[config.mk]
export PLATFORM = sky130hd
export DESIGN_NAME = rx_read_scheduler
export DESIGN_NICKNAME = d
export VERILOG_FILES = /design/src/rtl/rx_read_scheduler.sv
export SDC_FILE = /design/constraint.sdc
export NUM_CORES = 1
export LEC_CHECK = 0
export ABC_AREA = 0
export ABC_CLOCK_PERIOD_IN_PS = 10200
export CORE_MARGIN = 8
export CORE_UTILIZATION = 65
export DETAILED_ROUTE_END_ITERATION = 8
export DONT_BUFFER_PORTS = 1
export PLACE_DENSITY = 0.82
export SYNTH_ARGS = -nofsm -noshare
export SYNTH_HDL_FRONTEND = slang
export SYNTH_SLANG_ARGS = --single-unit
export TNS_END_PERCENT = 10
[constraint.sdc]
create_clock -name clk -period 10.2 [get_ports clk]
set_clock_uncertainty 0.05 [all_clocks]
set_input_delay 2.04 -clock clk [delete_from_list [all_inputs] [get_ports clk]]
set_output_delay 2.04 -clock clk [all_outputs]
set_load 0.02 [all_outputs]
[src/rtl/rx_read_scheduler.sv]
// -----------------------------------------------------------------------------
// rx_read_scheduler
//
// Credit-based scheduler between the TCP stack notification stream and the
// read-package request channel. A notification is accepted, evaluated, and
// only turned into a read request once the downstream payload buffer has
// room for the whole message (counted in 64-byte beats). A copy of the
// notification is forwarded as metadata to the merge stage together with the
// read request. Zero-length, oversize and (optionally) unaligned messages are
// dropped and counted.
//
// Ports:
//   clk, rst                       clock, asynchronous active-high reset
//   s_axis_notifications_*         88-bit notification in
//                                  [15:0] session, [31:16] length (bytes),
//                                  [87:32] opaque
//   m_axis_read_package_*          32-bit read request {length, session}
//   m_axis_meta_*                  88-bit copy of the notification
//   credit_ret                     one pulse per beat drained from the buffer
//   credits                        current free beats
//   drop_cnt                       dropped notifications, saturating
//   credit_err                     sticky; a return arrived while full
//   dbg_state                      FSM state (0 IDLE, 1 EVAL, 2 WAIT, 3 ISSUE)
//
// Handshake rule on every stream: a transfer happens on a rising clock edge
// where VALID and READY are both high. A source never lowers VALID and never
// changes TDATA until that transfer has happened.
// -----------------------------------------------------------------------------
module rx_read_scheduler #(
  parameter int BUF_BEATS  = 32,
  parameter int MAX_LEN    = 4096,
  parameter int ALIGN_ONLY = 1,
  parameter int CNT_W      = 32,
  localparam int CRW       = $clog2(BUF_BEATS + 1)
) (
  input  logic             clk,
  input  logic             rst,
  input  logic [87:0]      s_axis_notifications_TDATA,
  input  logic             s_axis_notifications_TVALID,
  output logic             s_axis_notifications_TREADY,
  output logic [31:0]      m_axis_read_package_TDATA,
  output logic             m_axis_read_package_TVALID,
  input  logic             m_axis_read_package_TREADY,
  output logic [87:0]      m_axis_meta_TDATA,
  output logic             m_axis_meta_TVALID,
  input  logic             m_axis_meta_TREADY,
  input  logic             credit_ret,
  output logic [CRW-1:0]   credits,
  output logic [CNT_W-1:0] drop_cnt,
  output logic             credit_err,
  output logic [1:0]       dbg_state
);

  typedef enum logic [1:0] {
    ST_IDLE  = 2'd0,
    ST_EVAL  = 2'd1,
    ST_WAIT  = 2'd2,
    ST_ISSUE = 2'd3
  } state_t;

  localparam logic [16:0]    MAX_LEN_L   = 17'(MAX_LEN);
  localparam logic [11:0]    BUF_BEATS_W = 12'(BUF_BEATS);
  localparam logic [CRW-1:0] BUF_BEATS_C = CRW'(BUF_BEATS);

  state_t           r_state;
  state_t           w_state_next;
  logic [87:0]      r_notif;
  logic [CRW-1:0]   r_beats;
  logic [CRW-1:0]   r_credits;
  logic [CRW-1:0]   w_credits_next;
  logic             r_credit_err;
  logic             w_credit_err_next;
  logic [CNT_W-1:0] r_drop_cnt;
  logic             r_tready;
  logic             w_tready_next;
  logic             r_rp_valid;
  logic             w_rp_valid_next;
  logic             r_meta_valid;
  logic             w_meta_valid_next;
  logic             w_load;
  logic             w_drop_inc;

  logic [15:0]      w_len;
  logic [10:0]      w_beats;
  logic             w_drop;
  logic             w_rp_hs;
  logic             w_meta_hs;

  // ---------------------------------------------------------------------------
  // Message evaluation from the latched notification
  // ---------------------------------------------------------------------------
  assign w_len   = r_notif[31:16];
  // 17-bit sum keeps (len + 63) exact for any 16-bit length.
  assign w_beats = 11'(({1'b0, w_len} + 17'd63) >> 6);

  assign w_drop = (w_len == 16'd0)
               || ({1'b0, w_len} > MAX_LEN_L)
               || ((ALIGN_ONLY != 0) && (w_len[5:0] != 6'd0))
               || ({1'b0, w_beats} > BUF_BEATS_W);

  assign w_rp_hs   = r_rp_valid   & m_axis_read_package_TREADY;
  assign w_meta_hs = r_meta_valid & m_axis_meta_TREADY;

  // ---------------------------------------------------------------------------
  // FSM state register
  // ---------------------------------------------------------------------------
  always_ff @(posedge clk or posedge rst) begin
    if (rst) begin
      r_state <= ST_IDLE;
    end else begin
      r_state <= w_state_next;
    end
  end

  // ---------------------------------------------------------------------------
  // FSM next state and next values of the registered handshake outputs
  // ---------------------------------------------------------------------------
  always_comb begin
    w_state_next      = r_state;
    w_rp_valid_next   = r_rp_valid;
    w_meta_valid_next = r_meta_valid;
    w_load            = 1'b0;
    w_drop_inc        = 1'b0;

    case (r_state)
      ST_IDLE: begin
        if (s_axis_notifications_TVALID && r_tready) begin
          w_load       = 1'b1;
          w_state_next = ST_EVAL;
        end
      end

      ST_EVAL: begin
        if (w_drop) begin
          w_drop_inc   = 1'b1;
          w_state_next = ST_IDLE;
        end else begin
          w_state_next = ST_WAIT;
        end
      end

      ST_WAIT: begin
        // Both VALIDs rise together on entry to ISSUE.
        if (r_credits >= r_beats) begin
          w_state_next      = ST_ISSUE;
          w_rp_valid_next   = 1'b1;
          w_meta_valid_next = 1'b1;
        end
      end

      ST_ISSUE: begin
        // Each channel retires independently; leave once neither is pending.
        if (w_rp_hs) begin
          w_rp_valid_next = 1'b0;
        end
        if (w_meta_hs) begin
          w_meta_valid_next = 1'b0;
        end
        if ((!r_rp_valid || w_rp_hs) && (!r_meta_valid || w_meta_hs)) begin
          w_state_next = ST_IDLE;
        end
      end

      default: begin
        w_state_next = ST_IDLE;
      end
    endcase

    // TREADY is registered, so it is derived from where the FSM is heading.
    w_tready_next = (w_state_next == ST_IDLE);
  end

  // ---------------------------------------------------------------------------
  // Credit accounting
  // ---------------------------------------------------------------------------
  always_comb begin
    w_credits_next    = r_credits;
    w_credit_err_next = r_credit_err;
    if (w_rp_hs) begin
      // beats >= 1 on any issued message, so adding a return cannot overflow.
      w_credits_next = r_credits - r_beats + {{(CRW-1){1'b0}}, credit_ret};
    end else if (credit_ret) begin
      if (r_credits == BUF_BEATS_C) begin
        w_credit_err_next = 1'b1;
      end else begin
        w_credits_next = r_credits + {{(CRW-1){1'b0}}, 1'b1};
      end
    end
  end

  // ---------------------------------------------------------------------------
  // Datapath and output registers
  // ---------------------------------------------------------------------------
  always_ff @(posedge clk or posedge rst) begin
    if (rst) begin
      r_notif      <= '0;
      r_beats      <= '0;
      r_credits    <= BUF_BEATS_C;
      r_credit_err <= 1'b0;
      r_drop_cnt   <= '0;
      r_tready     <= 1'b0;
      r_rp_valid   <= 1'b0;
      r_meta_valid <= 1'b0;
    end else begin
      r_tready     <= w_tready_next;
      r_rp_valid   <= w_rp_valid_next;
      r_meta_valid <= w_meta_valid_next;
      r_credits    <= w_credits_next;
      r_credit_err <= w_credit_err_next;
      if (w_load) begin
        r_notif <= s_axis_notifications_TDATA;
      end
      // Only meaningful when the message passes evaluation, where the beat
      // count is known to fit in the credit width.
      if (r_state == ST_EVAL) begin
        r_beats <= CRW'(w_beats);
      end
      if (w_drop_inc && (r_drop_cnt != {CNT_W{1'b1}})) begin
        r_drop_cnt <= r_drop_cnt + {{(CNT_W-1){1'b0}}, 1'b1};
      end
    end
  end

  assign s_axis_notifications_TREADY = r_tready;
  assign m_axis_read_package_TDATA   = r_notif[31:0];
  assign m_axis_read_package_TVALID  = r_rp_valid;
  assign m_axis_meta_TDATA           = r_notif;
  assign m_axis_meta_TVALID          = r_meta_valid;
  assign credits                     = r_credits;
  assign drop_cnt                    = r_drop_cnt;
  assign credit_err                  = r_credit_err;
  assign dbg_state                   = r_state;

endmodule

* After elaboration in Yosys (flattened, before gate mapping)
Cells that the tools add are included.
** Word-level totals
- Output and inout port bits :: 164
- Word-level logic and storage cells :: 66
- Bits in registers :: 138
** Cells by class
- Magnitude comparators :: 3
- Add/subtract/negate cells :: 5
- Equality and inequality tests :: 9
- Mux-type cells :: 17
- Bitwise logic cells :: 3
- Reductions and logical operators :: 20
** Operator list (count)
- $add A32 B1 Y32 const B :: 1
- $ne A32 B32 Y1 const B :: 1
- $mux W6 :: 3
- $add A16 B6 Y17 const B :: 1
- $gt A16 B13 Y1 const B :: 1
- $logic_not A16 Y1 :: 1
- $gt A11 B6 Y1 const B :: 1
- $reduce_and A3 Y1 :: 3
- $mux W2 :: 4
- $ne A2 B2 Y1 const B :: 4
- $pmux W2 S4 :: 1
- $mux W1 :: 7
- $add A6 B1 Y6 :: 1
- $add A6 B1 Y6 const B :: 1
- $eq A6 B6 Y1 const B :: 1
- $ge A6 B6 Y1 :: 1
- $reduce_bool A6 Y1 :: 1
- $sub A6 B6 Y6 :: 1
- $logic_or A1 B1 Y1 :: 5
- $eq A2 B2 Y1 const B :: 2
- $logic_not A2 Y1 :: 2
- $pmux W1 S2 :: 2
- $reduce_bool A2 Y1 :: 2
- $logic_and A1 B1 Y1 :: 3
- other kinds (5) :: 7

* Logic depth before layout (Yosys ltp)
Gate-level depths: netlist of the first run.
- Word-level depth :: 7
- Depth in mapped cells :: 12
- Depth with buffers taken out :: 12

* Worst setup path after synthesis of the first run
Ideal clock, no wire load.
- Path type :: input to register
- Start point :: input s_axis_notifications_TVALID
- End point :: register r_notif[10] (netlist: m_axis_meta_TDATA[10])
- Path slack :: 6755 ps
- Stages :: 4
- Data arrival time :: 3270 ps
- Buffers on the path :: 2
- Cell sequence :: nor4bb_1 -> clkbuf_1 -> clkbuf_1 -> mux2_2
** Between the ends
- Cells in the longest elaborated chain, start to end :: 3
** Ends and longest elaborated chain
- start, declared :: RTL line 39 : input logic s_axis_notifications_TVALID,
- $logic_and A1 B1 Y1 :: RTL line 127 : if (s_axis_notifications_TVALID && r_tready) begin
- $mux W1 :: RTL line 127
- $mux W1 :: RTL line 125 : case (r_state)
- end signal, assigned :: RTL line 211 : r_notif <= s_axis_notifications_TDATA;
- end, declared :: RTL line 67 : logic [87:0] r_notif;
No other way between the ends.
A chain may end at the register's enable or synchronous reset.

* Final worst setup path of the first run
- Start point :: register r_notif[22] (netlist: m_axis_meta_TDATA[22])
- End point :: output m_axis_meta_TDATA[22]
** RTL lines
- end, declared :: RTL line 44 : output logic [87:0] m_axis_meta_TDATA,
No word-level cell between the ends.

==> results of run 1 <==
==> kinds of logic (layout without fill, tap and decap cells) <==
kind of cell,after synthesis,count (layout)
muxes,90,90
adders and majority gates,18,18
buffers and inverters,67,54
and+or+nand+nor,113,113
DFF,138,138
xor gates and xnor gates,43,43
AOI/OAI and AO/OA,34,34
==> state kept, by name, summed over array words and instances (netlist names) <==
signal                       flops
s_axis_notifications_TREADY      1
dbg_state                        2
drop_cnt                        32
credit_err                       1
credits                          6
r_beats                          6
m_axis_meta_TVALID               1
m_axis_meta_TDATA               88
m_axis_read_package_TVALID       1
==> cell usage in the layout (no fill, tap or decap), drive strengths merged, types with 13 or more instances in the layout <==
cell type	netlist	final
dfrtp	137	137
mux2	90	90
inv	20	23
xnor2	37	37
nand3	17	17
nand2	28	28
clkbuf	13	19
o21ai	13	13
ha	15	15
nand4	18	18
==> power breakdown <==
| group | total [mW] | switching [mW] | internal, mW |
|---|---|---|---|
| combinational | 0.590 | 0.266 | 0.324 |
| clock | 0.565 | 0.233 | 0.331 |
| sequential | 1.35 | 0.589 | 0.762 |
| total | 2.51 | 1.09 | 1.42 |
==> routing by layer <==
metal / vias up / part of all wire / track usage
met5: - / 0 / 0
met3: 15 / 0.11 / 0.1082
met4: 0 / 0.0097 / 0.07443
met1: 1920 / 0.35 / 0.2333
li1: 1674 / - / -
met2: 181 / 0.53 / 0.3815
==> through the flow <==
step                      instance area [um2]  hold WS [ps]  setup WS, ps  std cells  power (mW)
after floorplan                          6355         399.8          4415        503       1.864
after CTS                                6795         452.3          6865        623       2.530
final                                    6795         446.8          6889        623       2.506
after detailed placement                 6245         421.2          6402        591       1.958
after global placement                   6245         412.0          6439        591       1.911
after global routing                     6795         463.1          6822        623       2.650
==> area by class of cell <==
class                      count  area (um2)  share of cell area
tap                          133       166.4             0.02449
multi-input combinational    298        2529              0.3721
sequential                   138        3455              0.5084
timing repair buffer           2       15.01            0.002210
clock buffer                  19       431.7             0.06352
clock inverter                13       118.9             0.01749
inverter                      20       80.08             0.01178
==> cell usage after synthesis (all sizes together) <==
master   count  area, um2
ha          15      187.7
nor2b        3      18.77
a41oi        1      27.53
mux2        90       1013
nand3b       1      7.510
o221ai       1      8.760
inv         20      75.07
dfrtp      137       3428
o21ai       13      65.06
a32o         1      10.01
nor4         3      18.77
and3        11      70.07
and4b        1      11.26
a21o         1      7.510
o21a         2      15.01
nor3         3      37.53
nor4bb       1      10.01
xor2         6      52.55
nand2       28      105.1
nor2        10      40.04
clkbuf      13      48.80
a31oi        3      18.77
a31o         2      26.28
or4          4      30.03
nand2b       4      25.02
a2bb2oi      2      17.52
nand4       18      112.6
or3          2      12.51
nand3       17      85.08
xnor2       37      324.1
a21boi       1      7.510
and2         6      41.29
and4         1      8.760
o21bai       1      7.510
buf         34      262.8
dfstp        1      26.28
fa           3      60.06
a21oi        6      30.03
==> how the worst max path moves through the flow <==
stage | cells after the start | slack [ps] | start | endpoint
3_5_place_dp | 3 | 6400 | s_axis_notifications_TVALID | m_axis_meta_TDATA[35]$_DFFE_PP0P_
2_1_floorplan | 1 | 4420 | rst | credit_err$_DFFE_PP0P_
4_1_cts | 0 | 6870 | m_axis_meta_TDATA[22]$_DFFE_PP0P_ | m_axis_meta_TDATA[22]
6_report | 0 | 6890 | m_axis_meta_TDATA[22]$_DFFE_PP0P_ | m_axis_meta_TDATA[22]
5_1_grt | 3 | 6820 | s_axis_notifications_TVALID | m_axis_meta_TDATA[47]$_DFFE_PP0P_
3_3_place_gp | 3 | 6440 | s_axis_notifications_TVALID | m_axis_meta_TDATA[74]$_DFFE_PP0P_
==> results.yml, run 1 <==
critical_path:
  worstReg2RegStart: "m_axis_meta_TDATA[23]$_DFFE_PP0P_"
  worst_r2r_path_depth: 5
  setup.worst_path.end_class: "primary output"
  setup.worst_path.start_class: "flop"
  worstPathArrival_ps: 1220
  regToRegEndpoint: "drop_cnt[1]$_DFFE_PP0P_"
  worstSetupPathType: "flop to primary output"
  setup.reg_to_reg.worst_slack_ps: 7110
  crit_required_ps: 8110
  critical_path_peak_fanout: 9
detailed_routing:
  drt_first_pass_iters: 4
  finalWirelength_mm: 14.32
  routed_via_density: 6.083
  route.detailed.drc: 0
  via_count: 3790
  dr.first_iter.drc_count: 252
  routed_length_per_placed_instance_um: 22.98
  antenna_violating_nets_post_route: 0
power_and_ir_drop:
  irDropWorstVdd_mv: 0.2732
  power.static_leakage_nw: 2.919
  power.density_cell_area_nw_per_um2: 368.8
place:
  post-dp-hpwl_mm: 10.62
  gp_congestion: 0.7696
  buffer_ports.inserted: 0
synth:
  synth_cell_type_count: 44
  synth_top_family_by_area: "multiplexers"
  post_synth_mux_area_share: 0.1595
  synth_adder_area_share: 0.03898
  syn_nets: 615
  yosysWarningCount: 0
  syn_area_per_cell_um2: 12.63
  ys_seq_area_frac: 0.5436
  cell_area_synth_um2: 6355
  synth_xor_xnor_area_share: 0.05926
  synth_compound_area_frac: 0.03800
  synthesis.instances: 503
  synth.ff_latch_count: 138
  fraction_of_the_mapped_netlist_area_in_simple_logic_gates: 0.09982
die:
  die_x_um: 114.9
  core_region_area_um2: 9639
  initial_core_util: 0.6593
  std_cell_rows: 36
  die-area_um2: 13200
  floorplan.io_pins: 258
  die_y_um: 114.9
worst_hold_path:
  startpoint_of_the_most_critical_hold_path: "r_beats[1]$_DFFE_PP0P_"
  hold_path_end: "r_beats[1]$_DFFE_PP0P_"
  hold_path_class: "flop to flop"
  whs_path_depth: 2
sta:
  achievable-frequency_mhz: 302.0
  timing.final.crit_period_ps: 3311
  timing.final.setup_violations: 0
  maxSlewViolCount: 0
  rsz0062_at_grt: "no"
  finalHoldViolCount: 0
  tns_ps: 0
  worst_pin_slew_ps: 1105
  slew-limit-headroom: 0.2634
  period_share: 0.3246
clocking:
  tritoncts_clock_tree: "yes"
  cts-htree-levels: 4
  cts_inserted_buffers: 17
  post_cts_resize_count: 0
  cts.reportedPaths.clkPinSlew_ps: 60
  clock_latency_of_the_later_clocked_register_in_the_worst_skew_pair_ps: 510
  clock-sinks: 138
  clock_path_buffers: 2
  post_cts_setup_buffer_count: 0
  hold_buffers: 0
  root_buffer: "sky130_fd_sc_hd__clkbuf_8"
global_routing:
  vias_in_the_first_global_route: 4117
  largest_net_degree_at_the_start_of_global_routing: 92
  initial_antenna_violation_count: 0
  grt_pass1_wl_mm: 22.36
  grt-ovfl-total: 0
  grt_util_all_layers: 0.2221
outcome:
  status: "completed"
layout:
  insertedDiodeCount: 0
  area_growth_syn_to_layout_pct: 6.931
  share_of_post_route_cells_with_drive_strength_above_1: 0.2796
  finish.utilization: 0.7050
  layout.filler_cells: 661
  fin_nets: 589
flow_run:
  max_cap_viol_count: 0
(Power assumes the default switching activity.)
==> run 2: changes to the inputs <==
--- a/config.mk
+++ b/config.mk
@@ -6,12 +6,12 @@
 export NUM_CORES = 1
 export LEC_CHECK = 0
 export ABC_AREA = 0
-export ABC_CLOCK_PERIOD_IN_PS = 10200
+export ABC_CLOCK_PERIOD_IN_PS = 3400
 export CORE_MARGIN = 8
-export CORE_UTILIZATION = 65
+export CORE_UTILIZATION = 63
 export DETAILED_ROUTE_END_ITERATION = 8
 export DONT_BUFFER_PORTS = 1
-export PLACE_DENSITY = 0.82
+export PLACE_DENSITY = 0.8
 export SYNTH_ARGS = -nofsm -noshare
 export SYNTH_HDL_FRONTEND = slang
 export SYNTH_SLANG_ARGS = --single-unit
==> constraint.sdc (replaced) <==
create_clock -name clk -period 3.4 [get_ports clk]
set_clock_uncertainty 0.05 [all_clocks]
set_input_delay 0.68 -clock clk [delete_from_list [all_inputs] [get_ports clk]]
set_output_delay 0.68 -clock clk [all_outputs]
set_load 0.02 [all_outputs]
==> results.yml, run 2 (synthesized netlist as in run 1, its figures left out) <==
sta:
  achievable-frequency_mhz: 357.5
  timing.final.setup_violations: 0
  period_share: 0.8226
  timing.final.crit_period_ps: 2797
  finalHoldViolCount: 0
  slew-limit-headroom: 0.4849
  rsz0062_at_grt: "no"
  tns_ps: 0
  worst_pin_slew_ps: 770.2
  maxSlewViolCount: 0
  layout_setup_ws_ps: 603.0
critical_path:
  critical_path_s_largest_stage_delay_ps: 640
  crit_slowest_cell: "sky130_fd_sc_hd__a41oi_4"
  critical_path.top_delay_family: "simple AND/OR/NAND/NOR gates"
  worstSetupPathType: "flop to flop"
  critical_path.n_buffers_inverters: 0
  worstPathArrival_ps: 3120
  setup.worst_path.end_class: "flop"
  setup.worst_path.start_class: "flop"
  worst_r2r_path_depth: 6
  crit_path_cell_trace: "or4_1 > or3_1 > a31o_4 > a41oi_4 > nand4_1 > xnor2_1"
  cp.depth: 6
  critical_path_peak_fanout: 27
  crit_required_ps: 3730
detailed_routing:
  dr.first_iter.drc_count: 326
  routed_via_density: 6.041
  antenna_violating_nets_post_route: 0
  route.detailed.drc: 0
  drt_first_pass_iters: 5
  finalWirelength_mm: 14.69
  via_count: 3806
  routed_length_per_placed_instance_um: 23.32
global_routing:
  vias_in_the_first_global_route: 4120
  largest_net_degree_at_the_start_of_global_routing: 92
  grt_util_all_layers: 0.2207
  grt-ovfl-total: 0
  grt_pass1_wl_mm: 22.69
  initial_antenna_violation_count: 0
die:
  die-area_um2: 13560
  die_x_um: 116.4
  std_cell_rows: 36
  initial_core_util: 0.6502
  die_y_um: 116.4
  core_region_area_um2: 9774
  floorplan.io_pins: 258
clocking:
  clock_latency_of_the_later_clocked_register_in_the_worst_skew_pair_ps: 510
  post_cts_resize_count: 0
  cts-htree-levels: 4
  cts.reportedPaths.clkPinSlew_ps: 60
  post_cts_setup_buffer_count: 0
  hold_buffers: 0
  clock_path_buffers: 2
  root_buffer: "sky130_fd_sc_hd__clkbuf_8"
  cts_inserted_buffers: 17
  clock-sinks: 138
  tritoncts_clock_tree: "yes"
place:
  post-dp-hpwl_mm: 10.72
  gp_congestion: 0.7949
  buffer_ports.inserted: 0
  placed_cells: 597
  place_ws_ps: 672.1
layout:
  commonest_cells_after_routing_fill_and_taps_aside: "sky130_fd_sc_hd__dfrtp_1, sky130_fd_sc_hd__mux2_2, sky130_fd_sc_hd__xnor2_1"
  share_of_post_route_cells_with_drive_strength_above_1: 0.2883
  final_common_cell: "sky130_fd_sc_hd__dfrtp_1"
  fin_nets: 595
  layout.cells.non_filler: 630
  largest_reg_flops: 88
  layout.filler_cells: 675
  area_growth_syn_to_layout_pct: 8.230
power_and_ir_drop:
  irDropWorstVdd_mv: 0.6204
  power.static_leakage_nw: 2.948
  power.density_cell_area_nw_per_um2: 1103
flow_run:
  max_cap_viol_count: 0
outcome:
  status: "completed"
worst_hold_path:
  hold_path_class: "input port to asynchronous set/reset pin"
==> run 2: cell count changes in the layout (fill, tap and decap cells not counted), sizes merged <==
cell / delta
clkinvlp: +3
inv: +3
buf: +6
clkinv: -6
diode: +1
==> run 2: path summary, 6_finish.rpt <==
path / start / end / slack, ps
worst max-delay path: m_axis_meta_TDATA[23]$_DFFE_PP0P_ / drop_cnt[4]$_DFFE_PP0P_ / 600
worst min-delay path: rst / drop_cnt[5]$_DFFE_PP0P_ / 50
worst max register to register: m_axis_meta_TDATA[23]$_DFFE_PP0P_ / drop_cnt[4]$_DFFE_PP0P_ / 600
worst min register to register: r_beats[4]$_DFFE_PP0P_ / r_beats[4]$_DFFE_PP0P_ / 430
max in group asynchronous: rst / drop_cnt[8]$_DFFE_PP0P_ / 2370
min in group clk: s_axis_notifications_TDATA[59] / m_axis_meta_TDATA[59]$_DFFE_PP0P_ / 260
==> run 2: worst reg2reg max path, cell delays in order (launching register included) <==
cell and delay, ps:
sky130_fd_sc_hd__dfrtp_1 380, sky130_fd_sc_hd__or4_1 530, sky130_fd_sc_hd__or3_1 350, sky130_fd_sc_hd__a31o_4 270
sky130_fd_sc_hd__a41oi_4 640, sky130_fd_sc_hd__nand4_1 250, sky130_fd_sc_hd__xnor2_1 190
==> run 2: per-layer routing <==
| layer | global-route usage | part of all wire | vias to the layer above |
|---|---|---|---|
| li1 | - | - | 1687 |
| met1 | 0.2306 | 0.35 | 1910 |
| met4 | 0.09594 | 0.020 | 0 |
| met2 | 0.3783 | 0.53 | 181 |
| met3 | 0.09772 | 0.10 | 28 |
| met5 | 0 | 0 | - |
==> run 2: power by group <==
| part | total (mW) | internal, mW | switching [mW] | leakage (nW) |
|---|---|---|---|---|
| registers | 3.96 | 2.29 | 1.67 | 1.69 |
| logic | 1.90 | 1.01 | 0.888 | 0.988 |
| clock network | 1.74 | 1.01 | 0.729 | 0.269 |
==> run 2: layout make-up <==
cell class | instances | area [um2] | share of cell area
tap | 133 | 166.4 | 0.02420
antenna | 1 | 2.502 | 0.0003638
sequential | 138 | 3455 | 0.5023
clock buffer | 19 | 431.7 | 0.06276
multi-input combinational | 298 | 2529 | 0.3677
clock inverter | 13 | 130.1 | 0.01892
timing repair buffer | 8 | 85.08 | 0.01237
inverter | 20 | 78.83 | 0.01146
==> run 2: metrics by stage <==
step | util | power (mW) | instance area, um2 | hold slack (ps)
5_1_grt | 0.7034 | 8.038 | 6875 | 72.31
4_1_cts | 0.7034 | 7.689 | 6875 | 54.17
3_3_place_gp | 0.6459 | 5.796 | 6314 | 412.4
6_report | 0.7037 | 7.588 | 6878 | 53.59
3_5_place_dp | 0.6459 | 5.909 | 6314 | 421.5
2_1_floorplan | - | 5.593 | 6359 | 399.8
